$ cat config.mk
export PLATFORM = sky130hd
export DESIGN_NAME = bus_source_arbiter
export DESIGN_NICKNAME = d
export VERILOG_FILES = /design/src/rtl/bus_sel_pkg.sv /design/src/rtl/bus_source_arbiter_prio_pick.sv /design/src/rtl/bus_source_arbiter.sv
export SDC_FILE = /design/constraint.sdc
export NUM_CORES = 1
export LEC_CHECK = 0
export CAP_MARGIN = 20
export CORE_UTILIZATION = 30
export DETAILED_ROUTE_END_ITERATION = 16
export GPL_TIMING_DRIVEN = 0
export PLACE_DENSITY = 0.53
export SYNTH_ARGS = -nofsm -noshare
export SYNTH_HDL_FRONTEND = slang
export SYNTH_SLANG_ARGS = --single-unit
export TNS_END_PERCENT = 100
$ cat constraint.sdc
create_clock -name clk -period 6.8 [get_ports clk]
set_input_delay 1.02 -clock clk [delete_from_list [all_inputs] [get_ports clk]]
set_output_delay 1.02 -clock clk [all_outputs]
set_load 0.005 [all_outputs]
$ cat src/rtl/bus_sel_pkg.sv
// Shared constants for the datapath bus-source select logic: source indices
// as seen by the 32-bit bus multiplexer and the arbitration mode selectors.
package bus_sel_pkg;

  // Source index constants; req[i] encodes to select code i.
  localparam int SRC_R0     = 0;
  localparam int SRC_R1     = 1;
  localparam int SRC_R2     = 2;
  localparam int SRC_R3     = 3;
  localparam int SRC_R4     = 4;
  localparam int SRC_R5     = 5;
  localparam int SRC_R6     = 6;
  localparam int SRC_R7     = 7;
  localparam int SRC_R8     = 8;
  localparam int SRC_R9     = 9;
  localparam int SRC_R10    = 10;
  localparam int SRC_R11    = 11;
  localparam int SRC_R12    = 12;
  localparam int SRC_R13    = 13;
  localparam int SRC_R14    = 14;
  localparam int SRC_R15    = 15;
  localparam int SRC_HI     = 16;
  localparam int SRC_LO     = 17;
  localparam int SRC_ZHI    = 18;
  localparam int SRC_ZLO    = 19;
  localparam int SRC_PC     = 20;
  localparam int SRC_MDR    = 21;
  localparam int SRC_INPORT = 22;
  localparam int SRC_C      = 23;

  // Arbitration modes.
  localparam int ARB_FIXED  = 0;
  localparam int ARB_RR     = 1;

endpackage

$ cat src/rtl/bus_source_arbiter_prio_pick.sv
// Combinational find-first-set over an N-bit vector, searching upward from a
// start offset and wrapping past N-1 back to 0. Codes >= N are never produced.
module prio_pick #(
  parameter int N = 24,
  parameter int W = 5
) (
  input  logic [N-1:0] vec,
  input  logic [W-1:0] start,
  output logic [W-1:0] idx,
  output logic         any
);

  int w_base;
  int w_pos;

  // Rotating scan: the first set bit at or after start wins, with wrap.
  always_comb begin
    // NOTE: every output gets a default before the loop so no path leaves it
    // unassigned; otherwise synthesis would infer a latch.
    idx    = '0;
    any    = 1'b0;
    w_pos  = 0;
    w_base = (int'(start) < N) ? int'(start) : 0;
    for (int i = 0; i < N; i++) begin
      w_pos = w_base + i;
      if (w_pos >= N) w_pos = w_pos - N;
      if (!any && vec[w_pos]) begin
        any = 1'b1;
        idx = W'(w_pos);
      end
    end
  end

endmodule

$ cat src/rtl/bus_source_arbiter.sv
// Registered bus-source arbiter: turns the control unit's <src>out strobes
// into a bus-mux select code, with fixed-priority or round-robin choice,
// a grant lock for multi-cycle transfers and multiple-driver detection.
module bus_source_arbiter
  import bus_sel_pkg::*;
#(
  parameter int N_SRC = 24,
  parameter int SEL_W = (N_SRC > 1) ? $clog2(N_SRC) : 1,
  parameter int RR    = ARB_FIXED,
  parameter int CNT_W = 8
) (
  input  logic             clk,
  input  logic             clr,
  input  logic             en,
  input  logic [N_SRC-1:0] req,
  input  logic             lock,
  output logic [SEL_W-1:0] sel,
  output logic             sel_valid,
  output logic             multi,
  output logic [CNT_W-1:0] conflict_cnt
);

  typedef enum logic [1:0] {IDLE, GRANT, LOCKED} lock_state_e;

  lock_state_e      r_state;
  logic [SEL_W-1:0] r_sel;
  logic             r_sel_valid;
  logic             r_multi;
  logic [CNT_W-1:0] r_cnt;
  logic [SEL_W-1:0] r_rr_ptr;

  logic [SEL_W-1:0] w_start;
  logic [SEL_W-1:0] w_idx;
  logic             w_any;
  logic [SEL_W-1:0] w_next_ptr;
  logic             w_multi;
  logic             w_hold;
  logic             w_cnt_sat;

  // Fixed priority always searches from source 0.
  assign w_start = (RR == ARB_RR) ? r_rr_ptr : '0;

  prio_pick #(
    .N (N_SRC),
    .W (SEL_W)
  ) u_pick (
    .vec   (req),
    .start (w_start),
    .idx   (w_idx),
    .any   (w_any)
  );

  // Clearing the lowest set bit leaves something only if two or more were set.
  assign w_multi    = |(req & (req - N_SRC'(1)));
  assign w_next_ptr = (w_idx == SEL_W'(N_SRC - 1)) ? '0 : w_idx + SEL_W'(1);
  assign w_cnt_sat  = &r_cnt;
  // A locked grant survives only while lock stays up and its own source still drives.
  assign w_hold     = (r_state == LOCKED) && lock && req[r_sel];

  // Grant/lock FSM with registered select, conflict flag and event counter.
  always_ff @(posedge clk) begin
    // NOTE: all state here uses non-blocking assignment so every register
    // samples the pre-edge values, independent of statement order.
    if (clr) begin
      r_state     <= IDLE;
      r_sel       <= '0;
      r_sel_valid <= 1'b0;
      r_multi     <= 1'b0;
      r_cnt       <= '0;
      r_rr_ptr    <= '0;
    end else if (en) begin
      r_multi <= w_multi;
      if (w_multi && !w_cnt_sat) r_cnt <= r_cnt + CNT_W'(1);
      if (!w_hold) begin
        if (w_any) begin
          r_sel       <= w_idx;
          r_sel_valid <= 1'b1;
          r_state     <= lock ? LOCKED : GRANT;
          if (RR == ARB_RR) r_rr_ptr <= w_next_ptr;
        end else begin
          r_sel_valid <= 1'b0;
          r_state     <= IDLE;
        end
      end
    end
  end

  assign sel          = r_sel;
  assign sel_valid    = r_sel_valid;
  assign multi        = r_multi;
  assign conflict_cnt = r_cnt;

endmodule

# == Word-level counts from Yosys, hierarchy flattened ==
# Cells that the tools add are included.
# W data, S select, Z words.
# classes
n_eq_ne,1
order_cmp,1
bitwise_logic,2
n_reduce_logical,55
addsub,2
muxes,52
# ops
op,n
$mux W5,8
$mux W4,8
$mux W1,27
$logic_and A1 B1 Y1,26
$and A24 B24 Y24,1
$logic_not A1 Y1,24
$reduce_or A24 Y1,1
$sub A24 B1 Y24 const B,1
$mux W3,4
$add A8 B1 Y8 const B,1
$mux W2,4
$reduce_and A8 Y1,1
$lt A5 B6 Y1 const B,1
$bmux W1 S5,1
$reduce_and A2 Y1,2
$reduce_and A3 Y1,1
$eq A2 B2 Y1 const B,1
$not A1 Y1,1
# word_totals
wordCells,118
out_inout_bits,15
inputBits,28
ff_bits,17

# == Logic depth before layout (Yosys ltp) ==
# logic_depth
word_depth,71
mapped_depth,8
depth_no_buf,8

# == By module ==
# Synthesis repeated with hierarchy kept, for this count alone.
# hier_totals
hier_cells,890
hier_area_um2,6891.6
# by_module_without_submodules
module,cells_each,instances,seq_area_each_um2,area_each_um2
prio_pick,746,1,0.0,5567.8
bus_source_arbiter,144,1,340.3,1323.8

# == Worst setup path after synthesis ==
# No wires, ideal clock.
# synth_path
path_kind,input to register
startpoint,input port req[12]
endpoint,"register r_cnt[5], in the netlist conflict_cnt[5]"
setup_time_ns,0.121
path_buffers,0
t_arrival_ns,3.018
slack_ns,3.661
path_stages,7
required_time_ns,6.679
path_cell_list,nor4_1 nand4_1 or4_1 a2111o_1 o21ai_2 nor2_1 mux2_4
# synth_via
elab_chain_len,5
# synth_rtl
item,line_no,source
from (decl),bus_source_arbiter.sv:15,"input logic [N_SRC-1:0] req,"
$sub A24 B1 Y24,bus_source_arbiter.sv:54,assign w_multi = |(req & (req - N_SRC'(1)));
$and A24 B24 Y24 (*),bus_source_arbiter.sv:54,
$reduce_or A24 Y1 (*),bus_source_arbiter.sv:54,
$logic_and A1 B1 Y1 (*),bus_source_arbiter.sv:73,if (w_multi && !w_cnt_sat) r_cnt <= r_cnt + CNT_W'(1);
$reduce_and A2 Y1 (no line) (*),n/a,
to (signal assigned),bus_source_arbiter.sv:73,
to (decl),bus_source_arbiter.sv:29,logic [CNT_W-1:0] r_cnt;
# Every way passes the cells marked *; elsewhere a longest branch is shown, timed or not.
# A chain may end at the register's enable or synchronous reset.

# == Worst setup path after layout ==
# layout_path
startpoint,input port req[0]
endpoint,"register r_cnt[5], in the netlist conflict_cnt[5]"
# The elaborated chain is that of the path after synthesis.

==> out/metrics.csv <==
metric,value,unit
outcome,"finished, final reports clean",
synth-to-layout area growth,36.6,%
Routed WL,4130,um
Slew Limit Fails,0,
I/O pins,43,
top_reg_cell synth,dfxtp_1,
initial antenna violation count,0,
syn nets,211,
drt pass-1 iters,6,
setup TNS,0,ns
global-route wire length before repair,6880,um
post-synthesis sequential area ratio,0.231,
CP endpoint kind,flop,
maximum clock path buffer count,2,
clk root buf,clkbuf_8,
Yosys top cell area share,0.231,
Synth Instances,182,
syn avg cell area,8.08,um^2
# setup viols final,0,
CP Cell Sequence,"clkdlybuf4s50_1, nor4_4, nand4_1, or4_1, a2111o_1, o21ai_2, nor2_1, mux2_4",
"Min Clock Period, post-route",3.79,ns
cell depth of the worst hold path,2,
CP arrival,3.93,ns
# port buffers,41,
cell taking the most area after synthesis,dfxtp_1,
total grt overflow,0,
"slowest stage cell, crit path",clkdlybuf4s50_1,
worst slew pin tran,0.581,ns
# clock sinks,17,
placed cells,290,
number of synthesized flops with an enable pin,0,
LEAKAGE,0.689,nW
Crit path buffers/inverters,1,
highest clock rate,264,MHz
source of the worst hold timing path,sel_valid$_SDFFE_PP0P_,
Worst R2R Path Depth,8,
fin cells,294,
"Clk pin slew, worst setup/hold paths",0.07,ns
min-delay worst type,flop to flop,
Post-Syn Area,0.00147,mm^2
Top delay family on crit path,simple AND/OR/NAND/NOR gates,
DRC,0,
vias in the first global route,1408,
Routed Antenna Nets,0,
crit path max fanout,8,
PwrDens,129,mW/mm^2
die area,0.00519,mm^2
"Hold-fix buffers, CTS",0,
VDD IR-drop max,0.0851,mV
routed len/inst,14.0,um
die height,72.0,um
layout cell share with drive strength beyond 1,0.0881,
cts repair resizes,0,
Worst setup SP type,input port,
core area,0.00472,mm^2
count of different cell masters after synthesis,52,
CTS tree,done,
Die X-Extent,72.0,um
synth top area cells,"dfxtp_1, nor2_1, mux4_2",
final instance area,0.00201,mm^2
Worst R2R Setup Slack,4.06,ns
detailed placement HPWL,3270,um
period utilisation layout,0.557,
final-layout fill cell count,472,
H-tree Lvls,1,
# nets final,257,
Max Cap Viol,0,
gr usage total,0.168,
worst r2r src,sel[1]$_SDFFE_PP0P_,
Synth async-reset ratio,0,
RD Place Congestion,0.901,
worst flop-to-flop path endpoint,sel[1]$_SDFFE_PP0P_,
Ant. Diodes,0,
Rows,25,
slew margin rel.,0.609,
Placement Cell Area,0.00197,mm^2
Worst Hold Path EP,sel_valid$_SDFFE_PP0P_,
hold_ws,0.442,ns
worst path required time,6.94,ns
Starting DRT DRC Count,159,
postcts setup bufs,0,
CP Class,input port to flop,
Clock Skew,0.00398,ns
vias after detailed routing,1600,
final hold violations,0,
Yosys warning count,0,
clk_lat worst skew,0.25,ns
register bit total from synthesis,17,
"slowest stage delay, CP",0.57,ns
Vias/cell,5.44,
Starting Density,0.312,
RSZ-0062 raised after global routing,no,
CTS buffer count,3,
largest net degree at the start of global routing,11,
## how the worst max path moves through the flow
stage | from | endpoint | slack, ns | cells after the start
floorplan | req[12] | conflict_cnt[5]$_SDFFE_PP0P_ | 3.66 | 7
global placement | req[0] | conflict_cnt[5]$_SDFFE_PP0P_ | 2.74 | 8
detailed placement | req[0] | conflict_cnt[5]$_SDFFE_PP0P_ | 2.79 | 8
CTS | req[0] | conflict_cnt[5]$_SDFFE_PP0P_ | 3.03 | 8
global route | req[8] | conflict_cnt[5]$_SDFFE_PP0P_ | 2.87 | 8
finish | req[0] | conflict_cnt[5]$_SDFFE_PP0P_ | 3.01 | 8
## sequential cells by signal, summed over array words and instances, names as in the netlist
| signal | flops |
|---|---|
| conflict_cnt | 8 |
| multi | 1 |
| r_state | 2 |
| sel | 5 |
| sel_valid | 1 |
## tightest hold or removal path, stage by stage (launching register included)
cell	delay [ns]
dfxtp_1	0.31
nand2_1	0.05
nand2_1	0.04
## power breakdown
| group | switching, mW | total, mW | internal (mW) | leakage, nW |
|---|---|---|---|---|
| clock | 0.0329 | 0.0744 | 0.0415 | 0.0228 |
| sequential | 0.00317 | 0.107 | 0.104 | 0.139 |
| combinational | 0.0375 | 0.0785 | 0.0411 | 0.527 |
| total | 0.0735 | 0.260 | 0.186 | 0.689 |
## cells in the final DEF, fill, tap and decap left out, types with 2 or more instances in the layout
cell	instances
a2111oi_0	2
a211oi_1	2
a21oi_1	10
a222oi_1	2
a22oi_1	3
a2bb2oi_1	2
clkbuf_1	5
clkbuf_8	3
clkdlybuf4s50_1	41
dfxtp_1	17
inv_1	8
maj3_1	3
mux2_4	2
mux2i_1	5
mux4_2	5
nand2_1	8
nand2b_1	4
nand3_1	3
nand4_1	3
nor2_1	31
nor2b_1	4
nor3_1	12
nor4_1	3
nor4_4	2
o21ai_0	4
o21ai_1	3
o22ai_1	3
or2_2	3
or3_1	5
or4_1	4
xor2_1	2
## per-layer routing
metal	vias to the layer above	global-route usage	wire length, um
met5	-	0	0
met4	0	0.0131	0
met3	0	0.0417	283
met2	55	0.246	1790
met1	751	0.256	2050
li1	794	-	-
## layout make-up
| cell class | instances | area, um^2 | area share |
|---|---|---|---|
| Sequential cell | 17 | 340 | 0.169 |
| Inverter | 8 | 30.0 | 0.0149 |
| Buffer | 5 | 18.8 | 0.00933 |
| Clock buffer | 4 | 45.0 | 0.0224 |
| Timing Repair Buffer | 41 | 410 | 0.204 |
| Multi-Input combinational cell | 152 | 1080 | 0.538 |
| Tap cell | 67 | 83.8 | 0.0417 |
## cells in the mapped netlist, types with 5 or more instances
library cell and count:
nor3_1 12, nor2_1 31, mux2i_1 5, or3_1 5
nand2_1 8, mux4_2 5, inv_1 8, dfxtp_1 17
a21oi_1 10
## cell families after synthesis
family          synth area share
compound gates             0.236
xor+xnor                  0.0119
fa+ha+maj                 0.0289
buf+inv                   0.0332
flops                      0.231
mux                        0.146
simple gates               0.313
## through the flow
| stage | worst slack, ns | util | total power [mW] |
|---|---|---|---|
| final | 3.01 | 0.426 | 0.260 |
| after global routing | 2.87 | 0.426 | 0.274 |
| after CTS | 3.03 | 0.426 | 0.263 |
| after detailed placement | 2.79 | 0.416 | 0.188 |
| after global placement | 2.74 | 0.416 | 0.188 |
| after floorplan | 3.66 | - | 0.146 |
Note: power is estimated with default switching activity, not from simulation.
